[src/rtl/hsv_facelet_vote.sv]
// Bins HSV samples into cube colours and majority-votes SAMPLES of them into one facelet colour.
// Optional build macro HSV_VOTE_DARK_REJECT_EN: dark samples are dropped instead of voting unknown.
module hsv_facelet_vote #(
    parameter int SAMPLES     = 16,
    parameter int MIN_VOTES   = 1,
    parameter int V_MIN       = 40,
    parameter int S_WHITE_MAX = 60,
    parameter int H_RO        = 15,
    parameter int H_OY        = 40,
    parameter int H_YG        = 75,
    parameter int H_GB        = 160,
    parameter int H_BR        = 300
) (
    input  logic        pclk,
    input  logic        rst_n,
    input  logic        start,
    input  logic        hsv_valid,
    input  logic [24:0] hsv,
    output logic        busy,
    output logic [2:0]  color,
    output logic        color_valid
);

    typedef enum logic [1:0] {IDLE, COLLECT, RESOLVE, DONE} state_t;

    localparam logic [4:0] SAMPLES_L   = 5'(SAMPLES);
    localparam logic [5:0] MIN_VOTES_L = 6'(MIN_VOTES);
    localparam logic [7:0] V_MIN_L     = 8'(V_MIN);
    localparam logic [7:0] S_WHITE_L   = 8'(S_WHITE_MAX);
    localparam logic [8:0] H_RO_L      = 9'(H_RO);
    localparam logic [8:0] H_OY_L      = 9'(H_OY);
    localparam logic [8:0] H_YG_L      = 9'(H_YG);
    localparam logic [8:0] H_GB_L      = 9'(H_GB);
    localparam logic [8:0] H_BR_L      = 9'(H_BR);
    localparam logic [8:0] H_MAX_L     = 9'd359;

    function automatic logic [2:0] classify(input logic [24:0] s);
        logic [8:0] h;
        logic [2:0] code;
        h = s[24:16];
        if (s[7:0] < V_MIN_L)                code = 3'd7;
        else if (h > H_MAX_L)                code = 3'd7;
        else if (s[15:8] < S_WHITE_L)        code = 3'd0;
        else if (h < H_RO_L || h >= H_BR_L)  code = 3'd2;
        else if (h < H_OY_L)                 code = 3'd3;
        else if (h < H_YG_L)                 code = 3'd1;
        else if (h < H_GB_L)                 code = 3'd4;
        else                                 code = 3'd5;
        return code;
    endfunction

    // Code 7 lives in counter slot 6 so the seven counters are contiguous.
    function automatic logic [2:0] code_to_idx(input logic [2:0] code);
        return (code == 3'd7) ? 3'd6 : code;
    endfunction

    state_t     state_r, state_s;
    logic [4:0] cnt_r [0:6];
    logic [4:0] sample_r;
    logic [2:0] idx_r;
    logic [4:0] best_cnt_r;
    logic [2:0] best_code_r;
    logic [2:0] color_r;
    logic       color_valid_r;
    logic       busy_r;

    logic       dark_s, countable_s, clear_s, accept_s, scan_s, finish_s;
    logic [2:0] class_s, acc_idx_s, scan_code_s, new_code_s, result_s;
    logic [4:0] cand_s, new_cnt_s;

    assign class_s   = classify(hsv);
    assign acc_idx_s = code_to_idx(class_s);
    assign dark_s    = (hsv[7:0] < V_MIN_L);
`ifdef HSV_VOTE_DARK_REJECT_EN
    assign countable_s = ~dark_s;
`else
    assign countable_s = 1'b1;
`endif

    // Next-state and per-cycle control decode.
    always_comb begin
        state_s  = state_r;
        clear_s  = 1'b0;
        accept_s = 1'b0;
        scan_s   = 1'b0;
        finish_s = 1'b0;
        case (state_r)
            IDLE: begin
                if (start) begin
                    clear_s = 1'b1;
                    state_s = COLLECT;
                end else begin
                    state_s = IDLE;
                end
            end
            COLLECT: begin
                if (start) begin
                    clear_s = 1'b1;
                end else if (hsv_valid && countable_s) begin
                    accept_s = 1'b1;
                    if (sample_r + 5'd1 == SAMPLES_L) state_s = RESOLVE;
                    else                              state_s = COLLECT;
                end else begin
                    state_s = COLLECT;
                end
            end
            RESOLVE: begin
                scan_s = 1'b1;
                if (idx_r == 3'd6) begin
                    finish_s = 1'b1;
                    state_s  = DONE;
                end else begin
                    state_s = RESOLVE;
                end
            end
            DONE:    state_s = IDLE;
            default: state_s = IDLE;
        endcase
    end

    // Running-best comparison for the counter under the scan index; ties keep the lower code.
    always_comb begin
        cand_s      = cnt_r[idx_r];
        scan_code_s = (idx_r == 3'd6) ? 3'd7 : idx_r;
        if (cand_s > best_cnt_r) begin
            new_cnt_s  = cand_s;
            new_code_s = scan_code_s;
        end else begin
            new_cnt_s  = best_cnt_r;
            new_code_s = best_code_r;
        end
        if ({1'b0, new_cnt_s} < MIN_VOTES_L) result_s = 3'd7;
        else                                 result_s = new_code_s;
    end

    // State register and status outputs.
    always_ff @(posedge pclk or negedge rst_n) begin
        if (!rst_n) begin
            state_r       <= IDLE;
            busy_r        <= 1'b0;
            color_valid_r <= 1'b0;
        end else begin
            state_r       <= state_s;
            busy_r        <= (state_s != IDLE);
            color_valid_r <= finish_s;
        end
    end

    // Vote and sample counters.
    always_ff @(posedge pclk or negedge rst_n) begin
        if (!rst_n) begin
            for (int i = 0; i < 7; i++) cnt_r[i] <= 5'd0;
            sample_r <= 5'd0;
        end else if (clear_s) begin
            for (int i = 0; i < 7; i++) cnt_r[i] <= 5'd0;
            sample_r <= 5'd0;
        end else if (accept_s) begin
            cnt_r[acc_idx_s] <= cnt_r[acc_idx_s] + 5'd1;
            sample_r         <= sample_r + 5'd1;
        end else begin
            sample_r <= sample_r;
        end
    end

    // Scan pointer, running best and the result register.
    always_ff @(posedge pclk or negedge rst_n) begin
        if (!rst_n) begin
            idx_r       <= 3'd0;
            best_cnt_r  <= 5'd0;
            best_code_r <= 3'd0;
            color_r     <= 3'd7;
        end else if (scan_s) begin
            idx_r       <= idx_r + 3'd1;
            best_cnt_r  <= new_cnt_s;
            best_code_r <= new_code_s;
            if (finish_s) color_r <= result_s;
            else          color_r <= color_r;
        end else begin
            idx_r       <= 3'd0;
            best_cnt_r  <= 5'd0;
            best_code_r <= 3'd0;
        end
    end

    assign busy        = busy_r;
    assign color       = color_r;
    assign color_valid = color_valid_r;

endmodule
[config.mk]
export PLATFORM = sky130hd
export DESIGN_NAME = hsv_facelet_vote
export DESIGN_NICKNAME = d
export VERILOG_FILES = /design/src/rtl/hsv_facelet_vote.sv
export SDC_FILE = /design/constraint.sdc
export NUM_CORES = 1
export LEC_CHECK = 0
export ABC_AREA = 1
export BUFFER_PORTS_ARGS = -buffer_cell sky130_fd_sc_hd__buf_4
export CAP_MARGIN = 20
export CORE_ASPECT_RATIO = 1.1
export CORE_MARGIN = 1.5
export CORE_UTILIZATION = 55
export DETAILED_ROUTE_END_ITERATION = 6
export GPL_TIMING_DRIVEN = 0
export HOLD_SLACK_MARGIN = 0.03
export PLACE_DENSITY_LB_ADDON = 0.1
export SLEW_MARGIN = 20
export SYNTH_ARGS = -nofsm -noshare
export SYNTH_HDL_FRONTEND = slang
export SYNTH_SLANG_ARGS = --single-unit
[constraint.sdc]
create_clock -name pclk -period 4.9 [get_ports pclk]
set_clock_uncertainty 0.2 [all_clocks]
set_input_delay 0.98 -clock pclk [delete_from_list [all_inputs] [get_ports pclk]]
set_output_delay 0.98 -clock pclk [all_outputs]
set_load 0.05 [all_outputs]
# Word level (Yosys, flattened, before mapping)
# Index checks and enable logic that the tools add are counted.
[totals]
ff_bits = 58
inputBits = 29
output_inout_bits = 5
elab_cells = 88
[op_classes]
add_sub_neg = 3
order_cmp = 13
n_eq_ne = 6
muxes = 42
bitwise_logic = 2
reduce_logical = 7
[op_table]
columns = ["operator", "count"]
rows = [
  ["two-way mux 35 bit", 2],
  ["two-way mux 5 bit", 9],
  ["two-way mux 3 bit", 12],
  ["bitwise mux 35 bit", 1],
  ["binary-select mux 5 bit (select 3 bit)", 2],
  ["< comparator 8 x 6 -> 1 bit (second input constant)", 2],
  ["demux 5 bit (select 3 bit)", 1],
  ["two-way mux 1 bit", 11],
  ["adder 5 x 1 -> 5 bit (second input constant)", 2],
  ["greater-or-equal comparator 9 bit (second input constant)", 1],
  ["> comparator 9 bit (second input constant)", 1],
  ["< comparator 9 x 4 -> 1 bit (second input constant)", 1],
  ["< comparator 9 x 6 -> 1 bit (second input constant)", 1],
  ["< comparator 9 x 7 -> 1 bit (second input constant)", 1],
  ["< comparator 9 x 8 -> 1 bit (second input constant)", 1],
  ["greater-or-equal comparator 4 bit (second input constant)", 2],
  ["inverter 3 -> 4 bit", 2],
  ["one-hot mux 2 bit (4 select lines)", 1],
  ["equality test 3 bit (second input constant)", 2],
  ["two-way mux 2 bit", 3],
  ["equality test 5 bit (second input constant)", 1],
  ["> comparator 5 bit", 1],
  ["< comparator 5 x 1 -> 1 bit (second input constant)", 1],
  ["equality test 2 bit (second input constant)", 2],
  ["9 further kinds", 10],
]

# Longest topological paths before layout
# Gate-level depths: netlist of run 1.
[logic_depth]
depth_word = 18
depth_mapped = 22

# Least setup slack after synthesis of run 1
# OpenSTA, ideal clock, no wires.
[synth_path]
path_type = "input port to flip-flop"
startpoint = "input port hsv[15]"
endpoint = "register cnt_r[14] in the netlist's numbering"
t_arrival_ns = 2.846
required_ns = 4.582
path_slack_ns = 1.736
cell_stages = 17
path_buffers = 1
cell_sequence = "or2_1 nor2_2 inv_1 nand4_4 buf_4 nand2_1 nand2_1 nand2_1 nand2_1 nand2_1 inv_2 ha_1 inv_1 nor2_1 nand3_2 nand3_1 nand2_1"
[synth_via]
elab_chain_cells = 14
elab_cells_between_ends = 19
[synth_rtl]
columns = ["element", "line_no", "source"]
rows = [
  ["from (decl)", "18", "input logic [24:0] hsv,"],
  ["< comparator 8 x 6 -> 1 bit *", "43", "else if (s[15:8] < S_WHITE_L) code = 3'd0;"],
  ["two-way mux 3 bit *", "43", ""],
  ["two-way mux 3 bit *", "42", "else if (h > H_MAX_L) code = 3'd7;"],
  ["two-way mux 3 bit *", "41", "if (s[7:0] < V_MIN_L) code = 3'd7;"],
  ["equality test 3 bit", "54", "return (code == 3'd7) ? 3'd6 : code;"],
  ["two-way mux 3 bit *", "54", ""],
  ["inverter 3 -> 4 bit (implied by the code) *", "158", "cnt_r[acc_idx_s] <= cnt_r[acc_idx_s] + 5'd1;"],
  ["binary-select mux 5 bit (select 3 bit), or another cell as far along", "158", ""],
  ["two-way mux 5 bit (implied by the code) or logical AND 1 bit (tied branches)", "158", ""],
  ["two-way mux 5 bit (implied by the code)", "158", ""],
  ["adder 5 x 1 -> 5 bit or demux 5 bit (select 3 bit) (tied branches)", "158", ""],
  ["bitwise mux 35 bit *", "158", ""],
  ["two-way mux 35 bit *", "157", "end else if (accept_s) begin"],
  ["two-way mux 35 bit *", "154", "end else if (clear_s) begin"],
  ["to (signal, indexed assignment)", "158", ""],
  ["to (decl)", "58", "logic [4:0] cnt_r [0:6];"],
]
# Every way passes the cells marked *; elsewhere a longest branch is shown, timed or not. The select of a mux whose other input is x is not followed.
# A chain may end at the register's enable or synchronous reset.

# Final worst setup path of run 1
[layout_path]
startpoint = "register idx_r[0]"
endpoint = "register color_r[2], in the netlist color[2]"
[layout_via]
elab_chain_cells = 8
elab_cells_between_ends = 14
[layout_rtl]
columns = ["element", "line_no", "source"]
rows = [
  ["from (decl)", "60", "logic [2:0] idx_r;"],
  ["from (signal assigned)", "173", "idx_r <= idx_r + 3'd1;"],
  ["inverter 3 -> 4 bit (implied by the code)", "123", "cand_s = cnt_r[idx_r];"],
  ["binary-select mux 5 bit (select 3 bit)", "123", ""],
  ["two-way mux 5 bit (implied by the code) (2 in series)", "123", ""],
  ["> comparator 5 bit", "125", "if (cand_s > best_cnt_r) begin"],
  ["two-way mux 5 bit", "125", ""],
  ["< comparator 5 x 1 -> 1 bit", "132", "if ({1'b0, new_cnt_s} < MIN_VOTES_L) result_s = 3'd7;"],
  ["two-way mux 3 bit", "132", ""],
  ["to (signal assigned)", "176", "if (finish_s) color_r <= result_s;"],
  ["to (signal assigned)", "177", "else color_r <= color_r;"],
  ["to (decl)", "63", "logic [2:0] color_r;"],
]
# Parallel ways exist; a longest one is shown, timed or not. The select of a mux whose other input is x is not followed.

==> metrics.yaml, run 1 <==
detailed_routing:
  vias_per_cell: 5.530
  vias: 3561
  drtAntennaViolNets: 0
  wl_met3_um: 459
  wl_um: 9173
  drtIter0Drc: 270
  route.met2.wl_um: 4479
  met1_length_um: 4023
  dr.pass1.iters: 5
  top_layer_used: "met4"
  wl_per_cell_um: 14.24
  drc: 0
floorplan:
  rows: 31
  initial_core_util: 0.5639
  die_h_um: 88.73
  die_area_mm2: 0.007181
  ioPinCount: 34
  core_area_mm2: 0.006516
  die_x_um: 80.94
placed_design:
  port_buffers: 28
  gp_congestion: 0.8895
  place_inst: 628
  dp_hpwl_um: 6868
clock_tree:
  h-tree-depth: 3
  numCtsBuffers: 9
  clock_latency_ns: 0.35
  cts_buffer_depth: 2
  cts-root-buf: "clkbuf_8"
  path_clk_slew_ns: 0.07
  cts_tree: "built"
  cts_hold_buf: 0
  cts.sinks: 58
  postCtsSetupBuffers: 0
  post_cts_resize_count: 0
global_route:
  grt_max_degree: 59
  grt_pass1_vias: 3269
  grt_pass1_wl_um: 14970
  antenna_found_initial: 0
  gr-usage-all-layers: 0.2797
  grt-ovfl-total: 0
critical_path:
  crit_type: "flop to flop"
  critPathMaxFanout: 10
  end_kind: "flop"
  critical_path_required_ns: 4.98
  start_kind: "flop"
  arrival_ns: 3.78
synth:
  syn_nets: 557
  seq_area_frac_synth: 0.3960
  synth_top_area_frac: 0.3745
  netlist_top_cells_area: "dfrtp_1 37%, nand2_1 16%, inv_1 7.7%"
  syn_area_per_cell_um2: 7.094
  yosysTopAreaCell: "dfrtp_1"
  synth-edff-count: 0
  synth.most_common_cell: "nand2_1"
  synth_ff_type: "dfrtp_1"
  synthCells: 518
  netlist_area_mm2: 0.003675
  yosys_register_bits: 58
  synth_commonest_cells: "154 x nand2_1, 75 x inv_1, 55 x dfrtp_1"
  yosys_warnings: 0
  synth_cell_type_count: 39
  async_reset_ff_frac: 1.000
run_status:
  status: "completed"
pwr:
  irDropWorstVdd_uv: 221.7
  leakagePower_nw: 2.172
  powerDensity_mw_per_mm2: 319.1
timing:
  post-route-period-util: 0.7536
  setup_viol: 0
  fmax_mhz: 270.8
  finalSetupTns_ns: 0
  relSlewSlack: 0.5088
  drv_slew: 0
  worst_slew_pin_slew_ns: 0.7368
  rsz0062_at_grt: "false"
  hold_viol_final: 0
  period_needed_ns: 3.693
final_layout:
  num-nets-final: 596
  n_fill_cell: 580
  stdcell_count: 644
  diodes: 0
  drive_gt1_frac: 0.1388
  areaGrowthSynthToFinish_pct: 14.10
run:
  max_cap_viol_count: 0
worst_hold_path:
  hp-class: "flop to flop"
-- logic make-up (layout without fill, tap and decap cells) --
logic type | after synthesis | in the layout | share of synthesized area
flip-flops | 58 | 58 | 0.3960
AO/OA/AOI/OAI | 92 | 92 | 0.1478
AND/OR/NAND/NOR | 259 | 259 | 0.3098
XOR/XNOR | 4 | 4 | 0.01158
adder cells (fa/ha/maj) | 10 | 10 | 0.03405
buffers and inverters | 95 | 139 | 0.1008
-- metal layers --
metal	vias up	track usage
met5	-	0
met4	0	0.1207
met3	25	0.05155
met2	113	0.4659
met1	1670	0.3556
li1	1753	-
-- cell type report --
| cell class | instances | area, um2 | share of cell area |
|---|---|---|---|
| Tap cell | 82 | 102.6 | 0.02447 |
| Buffer | 12 | 58.81 | 0.01403 |
| Clock buffer | 12 | 155.1 | 0.03700 |
| Timing Repair Buffer | 28 | 210.2 | 0.05013 |
| Inverter | 83 | 311.5 | 0.07431 |
| Multi-Input combinational cell | 365 | 1849 | 0.4411 |
| Sequential cell | 58 | 1455 | 0.3471 |
| Clock inverter | 4 | 50.05 | 0.01194 |
-- critical path, cell delays in order, from the launching register on --
cell      delay, ns
dfrtp_1        0.50
clkbuf_1       0.43
a21oi_1        0.12
o21ai_0        0.10
o31ai_1        0.10
nand2_1        0.09
o21a_1         0.19
inv_1          0.06
ha_1           0.29
a21o_1         0.11
a21oi_1        0.05
o21ai_0        0.15
nand2_1        0.09
inv_1          0.16
clkbuf_1       0.33
a21boi_0       0.15
inv_1          0.09
nand3_1        0.07
o21a_1         0.20
a21oi_1        0.14
-- flip-flops by register name (all words and copies together) (netlist names) --
signal / cells
busy: 1
sample_r: 5
best_code_r: 3
color_valid: 1
color: 3
idx_r: 3
cnt_r: 35
state_r: 2
best_cnt_r: 5
-- where the power goes --
group,switching [mW],total [mW],internal (mW)
combinational,0.226,0.334,0.107
clock,0.199,0.461,0.262
sequential,0.0236,0.544,0.520
total,0.449,1.34,0.889
-- placed cells by master, fill, tap and decap left out, types with 4 or more instances in the layout --
cell	instances
o21ai_1	13
nand4_1	11
nand3_1	35
clkbuf_8	11
clkbuf_1	7
inv_2	8
inv_1	75
nand2_1	154
o211ai_1	4
o21a_1	7
o21ai_0	25
dfrtp_1	55
buf_4	29
nor2_1	37
a21oi_1	17
nand2_2	8
o22ai_1	17
ha_1	10
-- final timing paths --
| check | startpoint | endpoint | slack, ns | depth (start not counted) |
|---|---|---|---|---|
| max in group asynchronous | rst_n | cnt_r[7] | 3.52 | 1 |
| worst max register to register | idx_r[0] | color[2] | 1.21 | 19 |
| worst min-delay path | cnt_r[24] | cnt_r[24] | 0.29 | 2 |
| worst min register to register | cnt_r[24] | cnt_r[24] | 0.29 | 2 |
| worst max-delay path | idx_r[0] | color[2] | 1.21 | 19 |
| min in group asynchronous | rst_n | best_code_r[2] | 0.47 | 1 |
-- metrics by stage --
step | total power [mW] | util | area [um2] | setup WS (ns) | hold WS [ns]
after floorplan | 0.7854 | - | 3675 | 1.736 | 0.2491
after global placement | 0.8750 | 0.6119 | 3988 | 1.244 | 0.2665
after detailed placement | 0.8840 | 0.6119 | 3988 | 1.178 | 0.2738
after CTS | 1.342 | 0.6434 | 4193 | 1.254 | 0.2899
after global routing | 1.401 | 0.6434 | 4193 | 0.9113 | 0.3007
final | 1.338 | 0.6434 | 4193 | 1.207 | 0.2865
No activity file was read; power rests on OpenSTA's default activity.
==> run 2: changes to the inputs <==
==> constraint.sdc (replaced) <==
create_clock -name pclk -period 3.8 [get_ports pclk]
set_clock_uncertainty 0.2 [all_clocks]
set_input_delay 0.76 -clock pclk [delete_from_list [all_inputs] [get_ports pclk]]
set_output_delay 0.76 -clock pclk [all_outputs]
set_load 0.05 [all_outputs]
==> metrics.yaml, run 2 (same netlist as run 1, synthesis figures left out) <==
clock_tree:
  h-tree-depth: 3  # unchanged
  cts_hold_buf: 0  # unchanged
  cts-root-buf: "clkbuf_8"
  postCtsSetupBuffers: 0  # unchanged
  post_cts_resize_count: 0  # unchanged
  numCtsBuffers: 9  # unchanged
  path_clk_slew_ns: 0.07  # about the same
  clock_latency_ns: 0.35  # about the same
  cts.sinks: 58  # unchanged
  cts_tree: "built"
  cts_buffer_depth: 2  # unchanged
timing:
  hold_viol_final: 0  # unchanged
  hold_ws_ns: 0.2482  # -0.03827 ns
  period_needed_ns: 3.440  # -0.2530 ns
  finalSetupTns_ns: 0  # unchanged
  drv_slew: 0  # unchanged
  post-route-period-util: 0.9051  # +0.1516
  setup_viol: 0  # unchanged
  relSlewSlack: 0.5154  # +0.006571
  rsz0062_at_grt: "false"
  worst_slew_pin_slew_ns: 0.7269  # -0.009857 ns
  fmax_mhz: 290.7  # +7.4%
global_route:
  antenna_found_initial: 0  # unchanged
  gr-usage-all-layers: 0.2797  # unchanged
  grtUsageMet1: 0.3556  # unchanged
  use_met3: 0.05155  # unchanged
  grt_pass1_wl_um: 14970  # unchanged
  grt_pass1_vias: 3269  # unchanged
  grt_use_met2: 0.4659  # unchanged
  busiest_layer: "met2"
  grt-ovfl-total: 0  # unchanged
  grt_max_degree: 59  # unchanged
critical_path:
  cp_slowest_cell: "dfrtp_1"
  critical_path_required_ns: 3.88  # -1.10 ns
  start_kind: "flop"
  crit_type: "flop to flop"
  cp_top_family: "compound AO/OA/AOI/OAI gates"
  path_buf_inv: 6  # +1
  worst-r2r-cell-count: 19  # unchanged
  critPathMaxFanout: 15  # +5
  max_stage_delay_ns: 0.50  # about the same
  reg2reg_from: "idx_r[0]"
  path_cells: "inv_1 -> clkbuf_2 -> o21ai_0 -> nand2_1 -> inv_1 -> o21a_1 -> inv_1 -> ha_1 -> a21o_1 -> a21oi_1 -> o21ai_0 -> nand2_1 -> inv_1 -> nand2_1 -> o21a_1 -> inv_1 -> nand2_1 -> o21a_1 -> a21oi_1"
  reg2reg_to: "color[2]"
  cp_common_cell: "inv_1"
  reg2reg_setup_slack_ns: 0.36  # -0.85 ns
  end_kind: "flop"
  arrival_ns: 3.52  # -0.26 ns
pwr:
  leakagePower_nw: 2.177  # +0.22%
  powerDensity_mw_per_mm2: 410.9  # +29%
  p_seq_frac: 0.407  # about the same
  p_int_mw: 1.146  # +29%
  sw_frac_of_total: 0.3347  # -0.0007798
  p_clk_frac: 0.344  # about the same
  p_switching_uw: 576.4  # +28%
  irDropWorstVdd_uv: 285.3  # +29%
  share_comb_of_total_power: 0.249  # about the same
detailed_routing:
  vias: 3546  # -0.42%
  drtAntennaViolNets: 0  # unchanged
  drc: 0  # unchanged
  wl_per_cell_um: 14.19  # -0.41%
  wl_um: 9121  # -0.57%
  dr.pass1.iters: 5  # unchanged
  vias_per_cell: 5.515  # -0.27%
  drtIter0Drc: 302  # +12%
placed_design:
  gp_congestion: 0.8895  # unchanged
  dp_hpwl_um: 6868  # unchanged
  port_buffers: 28  # unchanged
final_layout:
  final_util: 0.6432  # about the same
  drive_gt1_frac: 0.1426  # +0.003812
  mostFrequentLayoutCell: "nand2_1"
  regMostFlops: "cnt_r"
  largest_reg_flops: 35  # unchanged
  reg_top3: "cnt_r (35), best_cnt_r (5), sample_r (5)"
  diodes: 0  # unchanged
  n_fill_cell: 583  # +0.52%
  areaGrowthSynthToFinish_pct: 14.06  # about the same
  final_cell_mix: "154 x nand2_1, 75 x inv_1, 55 x dfrtp_1"
  num-nets-final: 595  # -0.17%
floorplan:
  initial_core_util: 0.5639  # unchanged
  die_x_um: 80.94  # unchanged
  ioPinCount: 34  # unchanged
  die_area_mm2: 0.007181  # unchanged
  rows: 31  # unchanged
  core_area_mm2: 0.006516  # unchanged
  die_h_um: 88.73  # unchanged
worst_hold_path:
  hp-class: "input pin to asynchronous set/reset pin"
run:
  max_cap_viol_count: 0  # unchanged
run_status:
  status: "completed"
-- run 2: cell types whose count changed in the layout (fill, tap and decap cells not counted), sizes merged --
cell,previous run,this run
buf,34,33
-- run 2: worst max path at each step --
stage                     depth (start not counted)  startpoint       end  slack, ns
after global routing                             19    idx_r[0]  color[1]       0.09
after global placement                           18    idx_r[0]  color[1]       0.21
after CTS                                        19    idx_r[0]  color[1]       0.15
after floorplan                                  19    idx_r[0]  color[0]       0.84
final                                            19    idx_r[0]  color[2]       0.36
after detailed placement                         19    idx_r[0]  color[1]       0.18
-- run 2: power by group through the flow --
| stage | clock network [mW] | registers, mW | logic [mW] |
|---|---|---|---|
| 4_1_cts | 0.601 | 0.701 | 0.429 |
| 6_report | 0.592 | 0.701 | 0.428 |
| 2_1_floorplan | 0 | 0.769 | 0.244 |
| 5_1_grt | 0.621 | 0.707 | 0.478 |
| 3_3_place_gp | 0 | 0.710 | 0.419 |
| 3_5_place_dp | 0 | 0.713 | 0.427 |
-- run 2: per-layer routing --
layer	wire length (um)	vias up
met5	0	-
met4	208	0
met3	518	22
met2	4420	137
met1	3975	1636
li1	-	1751
-- run 2: stage by stage --
| stage | cells | power (mW) | cell area, um2 | setup slack [ns] |
|---|---|---|---|---|
| after floorplan | 518 | 1.013 | 3675 | 0.8351 |
| after global placement | 628 | 1.128 | 3988 | 0.2121 |
| after detailed placement | 628 | 1.140 | 3988 | 0.1751 |
| after CTS | 644 | 1.731 | 4193 | 0.1544 |
| after global routing | 643 | 1.805 | 4192 | 0.08617 |
| final | 643 | 1.722 | 4192 | 0.3604 |
-- run 2: layout make-up --
class	count	area, um2	area share
clock buffers	12	155.1	0.03701
well taps	82	102.6	0.02448
multi-input cells	365	1849	0.4412
plain buffers	11	57.56	0.01373
repair buffers	28	210.2	0.05015
clock inverters	4	50.05	0.01194
inverters	83	311.5	0.07433
flip-flops and latches	58	1455	0.3472
